## src/rtl/regfile_sweep.sv

```systemverilog
// ============================================================================
// Module   : regfile_sweep
// Brief    : 2-read/1-write register file with a sequential init sweep after
//            reset and an optional hardwired-zero entry 0.
//            Optional same-cycle write-through: define REGFILE_BYPASS_EN.
// Revision : 1.0
// ============================================================================
`default_nettype none

module regfile_sweep #(
  parameter int                DATA_W   = 16,
  parameter int                ADDR_W   = 4,
  parameter int                ZERO_REG = 1,
  parameter logic [DATA_W-1:0] INIT_VAL = '0
) (
  input  logic              clk,
  input  logic              rst,
  input  logic              we,
  input  logic [ADDR_W-1:0] Addr_Rd,
  input  logic [DATA_W-1:0] Write_Data,
  input  logic [ADDR_W-1:0] Addr_Ra,
  input  logic [ADDR_W-1:0] Addr_Rb,
  output logic [DATA_W-1:0] Saida_Ra,
  output logic [DATA_W-1:0] Saida_Rb,
  output logic              ready
);

  localparam int              DEPTH    = 1 << ADDR_W;
  localparam bit              ZR       = (ZERO_REG != 0);
  localparam logic [ADDR_W:0] CNT_LAST = (ADDR_W + 1)'(DEPTH - 1);

  typedef enum logic [0:0] {
    ST_INIT = 1'b0,
    ST_RUN  = 1'b1
  } state_t;

  state_t            state_q, state_d;
  logic [ADDR_W:0]   cnt_q, cnt_d;
  logic [DATA_W-1:0] mem_q [DEPTH];

  logic              wr_en;
  logic [ADDR_W-1:0] wr_addr;
  logic [DATA_W-1:0] wr_data;

  always_comb begin
    state_d = state_q;
    cnt_d   = cnt_q;
    wr_en   = 1'b0;
    wr_addr = Addr_Rd;
    wr_data = Write_Data;
    case (state_q)
      ST_INIT: begin
        // Sweep owns the write port; user writes are dropped until RUN.
        wr_en   = 1'b1;
        wr_addr = cnt_q[ADDR_W-1:0];
        wr_data = INIT_VAL;
        cnt_d   = cnt_q + 1'b1;
        if (cnt_q == CNT_LAST) begin
          state_d = ST_RUN;
        end
      end
      ST_RUN: begin
        wr_en = we && !(ZR && (Addr_Rd == '0));
      end
      default: begin
        state_d = ST_INIT;
        cnt_d   = '0;
      end
    endcase
    if (rst) begin
      wr_en = 1'b0;
    end
  end

  always_ff @(posedge clk) begin
    if (rst) begin
      state_q <= ST_INIT;
      cnt_q   <= '0;
    end else begin
      state_q <= state_d;
      cnt_q   <= cnt_d;
    end
  end

  // Storage is deliberately not reset; the sweep initialises it.
  always_ff @(posedge clk) begin
    if (wr_en) begin
      mem_q[wr_addr] <= wr_data;
    end
  end

  always_comb begin
    Saida_Ra = '0;
    if ((state_q == ST_RUN) && !(ZR && (Addr_Ra == '0))) begin
      Saida_Ra = mem_q[Addr_Ra];
`ifdef REGFILE_BYPASS_EN
      if (we && (Addr_Ra == Addr_Rd)) begin
        Saida_Ra = Write_Data;
      end
`endif
    end
  end

  always_comb begin
    Saida_Rb = '0;
    if ((state_q == ST_RUN) && !(ZR && (Addr_Rb == '0))) begin
      Saida_Rb = mem_q[Addr_Rb];
`ifdef REGFILE_BYPASS_EN
      if (we && (Addr_Rb == Addr_Rd)) begin
        Saida_Rb = Write_Data;
      end
`endif
    end
  end

  assign ready = (state_q == ST_RUN);

endmodule

`default_nettype wire

```

## config.mk

```make
export PLATFORM = sky130hd
export DESIGN_NAME = regfile_sweep
export DESIGN_NICKNAME = d
export VERILOG_FILES = /design/src/rtl/regfile_sweep.sv
export SDC_FILE = /design/constraint.sdc
export NUM_CORES = 1
export LEC_CHECK = 0
export BUFFER_PORTS_ARGS = -buffer_cell sky130_fd_sc_hd__buf_2
export CORE_ASPECT_RATIO = 0.6
export CORE_MARGIN = 5
export CORE_UTILIZATION = 40
export DETAILED_ROUTE_END_ITERATION = 8
export PLACE_DENSITY = 0.55
export SLEW_MARGIN = 30
export SYNTH_ARGS = -nofsm -noshare
export SYNTH_HDL_FRONTEND = slang
export SYNTH_SLANG_ARGS = --single-unit
```

## constraint.sdc

```tcl
create_clock -name clk -period 6.2 [get_ports clk]
set_input_delay 0.93 -clock clk [delete_from_list [all_inputs] [get_ports clk]]
set_output_delay 0.93 -clock clk [all_outputs]
set_load 0.1 [all_outputs]
```

==> flow_summary.ini, run 1 <==
[critical_path]
cpMostUsedCell = buf_2
worstSetupPathType = primary input to output pin
cp_top_family = buffers and inverters
cp.required_ns = 5.27
crit_chain = buf_2 > nor2b_1 > buf_4 > a22oi_1 > nand2_1 > o22ai_1 > buf_2
r2r_setup_slack_ns = 3.24
path_max_fanout = 39
r2r_cells = 6
critPathArrivalTime_ns = 3.47
endpoint_kind = output pin
cp-start-kind = primary input
crit_buf_inv = 3
r2r-start = ready
timing.rr.end = mem_q[5][10]
crit_slowest_cell = nor2b_1
slowest_delay_ns = 0.74

[job]
maxCapViolations = 0

[clocking]
numCtsBuffers = 24
clock_sinks = 246
cts_resized = 0
cts-root-buf = clkbuf_16
cts_tree = done
cts_setup_buffers = 0
cts_max_level = 1
insertion_delay_ns = 0.52
clock_path_buffers = 3
cts_hold_buf = 0
clk_pin_slew_ns = 0.06

[pwr]
powerDensity_nw_per_um2 = 258.6
peakVddDrop_mv = 0.1396
p_leak_nw = 4.879

[min_path]
hold_end = cnt_q[4]
hold_depth = 2
min_from = cnt_q[4]
hold_class = flip-flop to flip-flop

[final_layout]
syn_to_final_growth_pct = 12.14
n_antenna_cell = 0
fin_nets = 851
drive_gt1_share_pct = 22.99
final_common_cell = edfxtp_1
layout_common_cells = edfxtp_1 (240), mux2i_1 (110), buf_2 (60), a22oi_1 (57), mux4_2 (42)
finalNonFillerCells = 1235

[yosys]
yosysSeqAreaShare_pct = 61.82
yosysWarnings = 0
syn_avg_cell_area_um2 = 15.58
ys_seq_elements = 246
yosysUniqueCellTypes = 44
synth_fp_nets = 794
synth_edf_count = 240
syn-instance-count = 761
async_reset_ff_share_pct = 0
synth_ff_type = edfxtp_1
synth_area_um2 = 11850

[sta]
setup_violations = 0
tightest_slew_ns = 1.098
slew_violations = 0
setup_tns_ns = 0
fin_crit_sh_pct = 70.90
period_needed_ns = 4.396
fin_worst_skew_ns = 0.005662
rsz0062_at_grt = no
slew-limit-headroom_pct = 26.77
hold_violations = 0
max_freq_mhz = 227.5

[route]
drc_errors = 0
first_pass_iters = 5
wire_per_inst_um = 28.43
ant_nets = 0
drt_iter0_drc = 832
wl_mm = 35.11
vias = 7424
vias_per_cell = 6.011

[placed_design]
hpwl_mm = 21.94
dp_cells = 1192
place.port_buffers = 63
gp_congestion = 0.8268

[floorplanning]
die-area_um2 = 33290
core-area_um2 = 28950
rows = 48
initial_core_util_pct = 40.94
fp.dieH_um = 143.3
ioPinCount = 64
die_w_um = 232.2

[global_routing]
grt-ovfl-total = 0
grt_usage_pct = 21.05
grt_pass1_vias = 7465
grt_pass1_wl_mm = 51.42
grt_max_degree = 77
antenna_found_initial = 0

[status]
status = finished clean
## worst min-delay path, delay by kind of cell (launching register included)
family,cells,cell delay (ns)
flops,1,0.33
simple gates,1,0.08
compound gates,1,0.06
## layout make-up
| cell class | instances | area [µm²] |
|---|---|---|
| timing repair buffer | 90 | 541.8 |
| multi-input combinational | 452 | 4179 |
| sequential | 246 | 7327 |
| inverter | 4 | 15.01 |
| clock inverter | 11 | 76.32 |
| tap | 400 | 500.5 |
| fill | 2567 | 15660 |
| clock buffer | 32 | 651.9 |
## logic make-up after synthesis
family / Yosys count / synth area share (%)
flip-flops: 246 / 61.82
multiplexers: 176 / 20.56
AO/OA/AOI/OAI: 152 / 9.205
AND/OR/NAND/NOR: 120 / 4.729
buffers and inverters: 63 / 3.325
XOR/XNOR: 2 / 0.1478
adder cells (fa/ha/maj): 2 / 0.2111
## power breakdown
group	leakage (nW)	internal (W)	switching (W)
Sequential	2.38	0.00181	0.00000855
Clock	0.356	0.000778	0.000605
Combinational	2.14	0.0000937	0.000138
## state kept, by name (all words and copies together) (netlist names)
signal and count:
mem_q 240, cnt_q 5, ready 1
## stage by stage
stage | utilization (%) | hold slack, ns | power, W | instance area, µm² | worst slack, ns
2_1_floorplan | - | 0.4544 | 0.002023 | 11850 | 1.532
3_3_place_gp | 43.36 | 0.4625 | 0.002082 | 12550 | 1.744
3_5_place_dp | 43.40 | 0.5062 | 0.002086 | 12560 | 1.831
4_1_cts | 45.92 | 0.5175 | 0.003468 | 13290 | 1.856
5_1_grt | 45.92 | 0.5488 | 0.003549 | 13290 | 1.778
6_report | 45.92 | 0.5159 | 0.003437 | 13290 | 1.804
## worst max path at each step
stage,start,to,slack [ns],cells after the start
floorplan,Addr_Ra[0],Saida_Ra[14],1.53,7
finish,Addr_Ra[1],Saida_Ra[5],1.80,7
detailed placement,Addr_Ra[1],Saida_Ra[5],1.83,7
CTS,Addr_Ra[1],Saida_Ra[5],1.86,7
global route,Addr_Ra[1],Saida_Ra[8],1.78,7
global placement,Addr_Rb[2],Saida_Rb[0],1.74,6
## cells in the mapped netlist (2+ instances only)
cell type / number / area (µm²)
edfxtp_1: 240 / 7207
mux2i_1: 110 / 1101
a22oi_1: 57 / 427.9
mux4_2: 42 / 945.9
nor2_1: 41 / 153.9
nand2_1: 39 / 146.4
o22ai_1: 31 / 193.9
clkbuf_1: 20 / 75.07
a21oi_1: 19 / 95.09
buf_2: 18 / 90.09
and2_1: 17 / 106.4
a22o_1: 16 / 140.1
a211oi_1: 15 / 112.6
buf_4: 11 / 82.58
mux2_1: 10 / 112.6
mux4_1: 8 / 210.2
buf_6: 6 / 67.56
dfxtp_1: 6 / 120.1
mux2_2: 6 / 67.56
a22oi_2: 5 / 62.56
nand2b_1: 5 / 31.28
o21ai_0: 4 / 20.02
and3_1: 3 / 18.77
buf_12: 3 / 60.06
inv_1: 3 / 11.26
nand3b_1: 3 / 22.52
nor2b_1: 3 / 18.77
ha_1: 2 / 25.02
nand3_1: 2 / 10.01
nor3_1: 2 / 10.01
## metal layers
layer	track usage (%)	share of wire (%)
met2	33.83	46
met5	0	0
met1	30.21	45
met3	4.502	7.3
met4	4.070	1.9
Note: power is estimated with default switching activity, not from simulation.
==> run 2, diff against run 1 <==
--- a/config.mk
+++ b/config.mk
@@ -10,7 +10,7 @@
 export CORE_MARGIN = 5
 export CORE_UTILIZATION = 40
 export DETAILED_ROUTE_END_ITERATION = 8
-export PLACE_DENSITY = 0.55
+export PLACE_DENSITY = 0.57
 export SLEW_MARGIN = 30
 export SYNTH_ARGS = -nofsm -noshare
 export SYNTH_HDL_FRONTEND = slang
==> constraint.sdc (replaced) <==
create_clock -name clk -period 4 [get_ports clk]
set_input_delay 0.6 -clock clk [delete_from_list [all_inputs] [get_ports clk]]
set_output_delay 0.6 -clock clk [all_outputs]
set_load 0.1 [all_outputs]
==> run 2 against run 1 <==
Compared with the run above:
- wire length decreased by 1.5%
- sequential share of layout area decreased by 1.8 points
- die area unchanged
- hold slack got worse by 0.14 ns
==> flow_summary.ini, run 2 (synthesis results as in run 1) <==
[clocking]
cts-root-buf = clkbuf_16
cts_setup_buffers = 0
clock_sinks = 246
cts_tree = done
cts_max_level = 1
cts_hold_buf = 0
clock_path_buffers = 3
cts_resized = 0
numCtsBuffers = 25
clk_pin_slew_ns = 0.06
insertion_delay_ns = 0.53

[placed_design]
place.port_buffers = 63
hpwl_mm = 22.00
pre_cts_ws_ns = 0.6335
dpl-instance-area_um2 = 12910
gp_congestion = 0.8217

[floorplanning]
die-area_um2 = 33290
core-area_um2 = 28950
fp.dieH_um = 143.3
rows = 48
die_w_um = 232.2
initial_core_util_pct = 40.94
ioPinCount = 64

[pwr]
p_leak_nw = 5.030
powerDensity_nw_per_um2 = 405.3
peakVddDrop_mv = 0.2504

[sta]
max_freq_mhz = 296.6
whs_ns = 0.3780
setup_tns_ns = 0
setup_violations = 0
period_needed_ns = 3.372
slew-limit-headroom_pct = 38.34
tightest_slew_ns = 0.9228
fin_worst_skew_ns = 0.01176
fin_crit_sh_pct = 84.29
rsz0062_at_grt = no
slew_violations = 0
hold_violations = 0
timing.final.ws_setup_ns = 0.6284

[route]
first_pass_iters = 5
drc_errors = 0
drt_iter0_drc = 823
wl_mm = 34.58
wire_per_inst_um = 27.75
vias_per_cell = 5.965
ant_nets = 0
vias = 7432

[final_layout]
n_antenna_cell = 0
layout_common_cells = edfxtp_1 (240), mux2i_1 (110), a22oi_1 (57), buf_2 (45), mux4_2 (42)
fin_nets = 862
n_fill_cell = 2506
largest_reg_flops = 240
regMostFlops = mem_q
final_common_cell = edfxtp_1
final_area_um2 = 13730
regArea_um2 = 7327
multi_input_area_um2 = 4184
drive_gt1_share_pct = 24.94
syn_to_final_growth_pct = 15.88

[min_path]
hold_class = primary input to flip-flop

[status]
status = finished clean

[critical_path]
path_max_fanout = 21
worstSetupPathType = primary input to output pin
cp-start-kind = primary input
critPathArrivalTime_ns = 2.77
endpoint_kind = output pin
cp.required_ns = 3.40

[global_routing]
grt_max_degree = 40
grt-ovfl-total = 0
grt_pass1_vias = 7628
grt_pass1_wl_mm = 51.07
grt_usage_pct = 20.76
antenna_found_initial = 0

[job]
maxCapViolations = 0
==> run 2: cell types whose count changed in the layout (fill, tap and decap cells not counted), sizes merged <==
cell / before / now
bufinv: 1 / 4
inv: 4 / 6
buf: 90 / 100
clkinvlp: 0 / 1
clkbuf: 32 / 27
==> run 2: layer usage <==
metal | track usage (%) | wire, µm | vias up
met5 | 0 | 0 | -
met4 | 3.604 | 596 | 0
met3 | 5.154 | 3224 | 46
met2 | 33.03 | 15880 | 344
met1 | 29.76 | 14880 | 3809
li1 | - | - | 3233
==> run 2: per-stage QoR <==
stage	utilization, %	instances	power [W]
floorplan	-	761	0.003136
global placement	44.58	1202	0.003235
detailed placement	44.58	1202	0.003240
CTS	47.45	1246	0.005606
global route	47.45	1246	0.005741
finish	47.45	1246	0.005566
==> run 2: cell type report <==
| cell class | instances | area share (%) |
|---|---|---|
| Clock buffer | 27 | 4.610 |
| Clock inverter | 17 | 1.421 |
| Inverter | 4 | 0.1093 |
| Sequential cell | 246 | 53.35 |
| Tap cell | 400 | 3.644 |
| Timing Repair Buffer | 100 | 6.404 |
| Multi-Input combinational cell | 452 | 30.46 |
==> run 2: final timing paths <==
check | startpoint | slack (ns) | cells after the start | endpoint
setup reg to reg | ready | 1.36 | 6 | mem_q[4][0]
hold reg to reg | cnt_q[4] | 0.49 | 2 | cnt_q[4]
hold / removal | rst | 0.38 | 2 | cnt_q[2]
setup / recovery | Addr_Ra[1] | 0.63 | 7 | Saida_Ra[7]
==> run 2: power by group <==
part | internal, W | leakage [nW] | switching (W)
Sequential | 0.00281 | 2.38 | 0.0000128
Combinational | 0.000152 | 2.24 | 0.000214
Clock | 0.00140 | 0.408 | 0.000973
==> run 2: worst max-delay path, stage by stage <==
cell,delay (ns)
buf_2,0.39
buf_4,0.31
nand2_1,0.42
o22ai_1,0.27
nor2_1,0.07
o22ai_1,0.21
buf_2,0.48
==> run 3, diff against run 2 <==
==> constraint.sdc (replaced) <==
create_clock -name clk -period 2.8 [get_ports clk]
set_input_delay 0.42 -clock clk [delete_from_list [all_inputs] [get_ports clk]]
set_output_delay 0.42 -clock clk [all_outputs]
set_load 0.1 [all_outputs]
==> run 3 against run 2 <==
Compared with the run above:
- die area is the same
- critical endpoint is now Saida_Rb[12]
- combinational power grew 48%
- setup slack worse by 0.61 ns
- largest power group unchanged
- total power grew 38%
- utilization up 1.3 points
- clock skew rose by 0.0052 ns
- sequential share of layout area fell by 1.4 points
==> flow_summary.ini, run 3 (synthesis results as in run 1) <==
[floorplanning]
ioPinCount = 64
die-area_um2 = 33290
fp.dieH_um = 143.3
die_w_um = 232.2
initial_core_util_pct = 40.94
core-area_um2 = 28950
rows = 48

[critical_path]
cp-start-kind = flip-flop
endpoint_kind = output pin
critPathArrivalTime_ns = 2.36
worstSetupPathType = flip-flop to output pin
cp.required_ns = 2.38
path_max_fanout = 7

[clocking]
cts_tree = done
cts_hold_buf = 0
numCtsBuffers = 24
cts_setup_buffers = 0
clock_sinks = 246
clk_pin_slew_ns = 0.07
cts-root-buf = clkbuf_16
clock_path_buffers = 3
insertion_delay_ns = 0.53
cts_max_level = 1

[sta]
max_freq_mhz = 359.8
hold_violations = 0
fin_crit_sh_pct = 99.27
setup_violations = 0
slew-limit-headroom_pct = 43.67
tightest_slew_ns = 0.8419
rsz0062_at_grt = no
fin_worst_skew_ns = 0.01693
slew_violations = 0
period_needed_ns = 2.780

[job]
maxCapViolations = 0

[route]
vias = 7580
ant_nets = 0
wl_mm = 36.07
drt_iter0_drc = 809
first_pass_iters = 5
wire_per_inst_um = 28.42
drc_errors = 0
vias_per_cell = 5.973

[pwr]
pwr-share-clk_pct = 40.5
powerDensity_nw_per_um2 = 544.2
p_int_w = 0.005969
combPwrFrac_pct = 7.1
power_switching_w = 0.001714
seqPwrFrac_pct = 52.5
peakVddDrop_mv = 0.3433
swShare_pct = 22.31
p_leak_nw = 5.164

[global_routing]
grt_pass1_vias = 7831
antenna_found_initial = 0
grt_max_degree = 57
grt-ovfl-total = 0
grt_pass1_wl_mm = 53.03
grt_usage_pct = 21.51

[final_layout]
n_antenna_cell = 0
post-route-util_pct = 48.77
drive_gt1_share_pct = 28.31
regMostFlops = mem_q
syn_to_final_growth_pct = 19.12
layout_common_cells = edfxtp_1 (240), mux2i_1 (110), buf_4 (60), a22oi_1 (57), mux4_2 (42)
n_fill_cell = 2442
final_area_um2 = 14120
final_common_cell = edfxtp_1
fin_nets = 887
largest_reg_flops = 240

[min_path]
hold_class = primary input to flip-flop

[placed_design]
gp_congestion = 0.8680
dpl-instance-area_um2 = 13390
hpwl_mm = 23.73
place.port_buffers = 63

[status]
status = finished clean
## run 3: repair_timing
action | CTS | global route
hold endpoints to repair | 0 | 0
endpoints found under the setup margin | 0 | 2
resized for setup | 0 | 1
## run 3: path summary, 6_finish.rpt
| path | from | to | slack, ns | depth (start not counted) |
|---|---|---|---|---|
| min | rst | cnt_q[2] | 0.18 | 2 |
| min reg2reg | cnt_q[4] | cnt_q[4] | 0.53 | 2 |
| max | ready | Saida_Rb[12] | 0.02 | 6 |
| max reg2reg | ready | mem_q[10][12] | 0.55 | 7 |
## run 3: metal layers
layer | track usage (%) | routed length (µm)
met5 | 0 | 0
met4 | 4.660 | 779
met3 | 3.673 | 2461
met2 | 33.67 | 16590
met1 | 32.02 | 16230
## run 3: power by group through the flow
| stage | sequential (W) | clock [W] | combinational (W) |
|---|---|---|---|
| floorplan | 0.00411 | 0 | 0.000385 |
| global placement | 0.00411 | 0 | 0.000530 |
| detailed placement | 0.00411 | 0 | 0.000538 |
| global route | 0.00403 | 0.00330 | 0.000576 |
| CTS | 0.00403 | 0.00317 | 0.000539 |
| finish | 0.00403 | 0.00311 | 0.000542 |
## run 3: layout make-up
cell class | count | area (µm²) | area share (%)
multi-input cells | 452 | 4278 | 30.30
flip-flops and latches | 246 | 7328 | 51.91
clock inverters | 10 | 75.07 | 0.5317
clock buffers | 31 | 648.1 | 4.591
well taps | 400 | 500.5 | 3.545
repair buffers | 126 | 1274 | 9.022
inverters | 4 | 15.01 | 0.1063
## run 3: stage by stage
step / power (W) / worst slack [ns] / setup TNS [ns] / hold slack (ns) / std cells
after CTS: 0.007738 / 0.01932 / 0 / 0.1508 / 1269
after global placement: 0.004639 / 0.1114 / 0 / 0.4693 / 1228
after global routing: 0.007910 / 0.01236 / 0 / 0.1838 / 1269
final: 0.007683 / 0.02040 / 0 / 0.1804 / 1269
after floorplan: 0.004490 / -0.1458 / -0.4231 / 0.4544 / 761
after detailed placement: 0.004650 / 0.1264 / 0 / 0.5227 / 1228
## run 3: critical path: stages (launching register included)
cell and delay [ns]:
dfxtp_2 0.33, nand2_1 0.05, nor2_1 0.64, buf_4 0.32
a22oi_1 0.09, nand2_1 0.18, buf_12 0.20
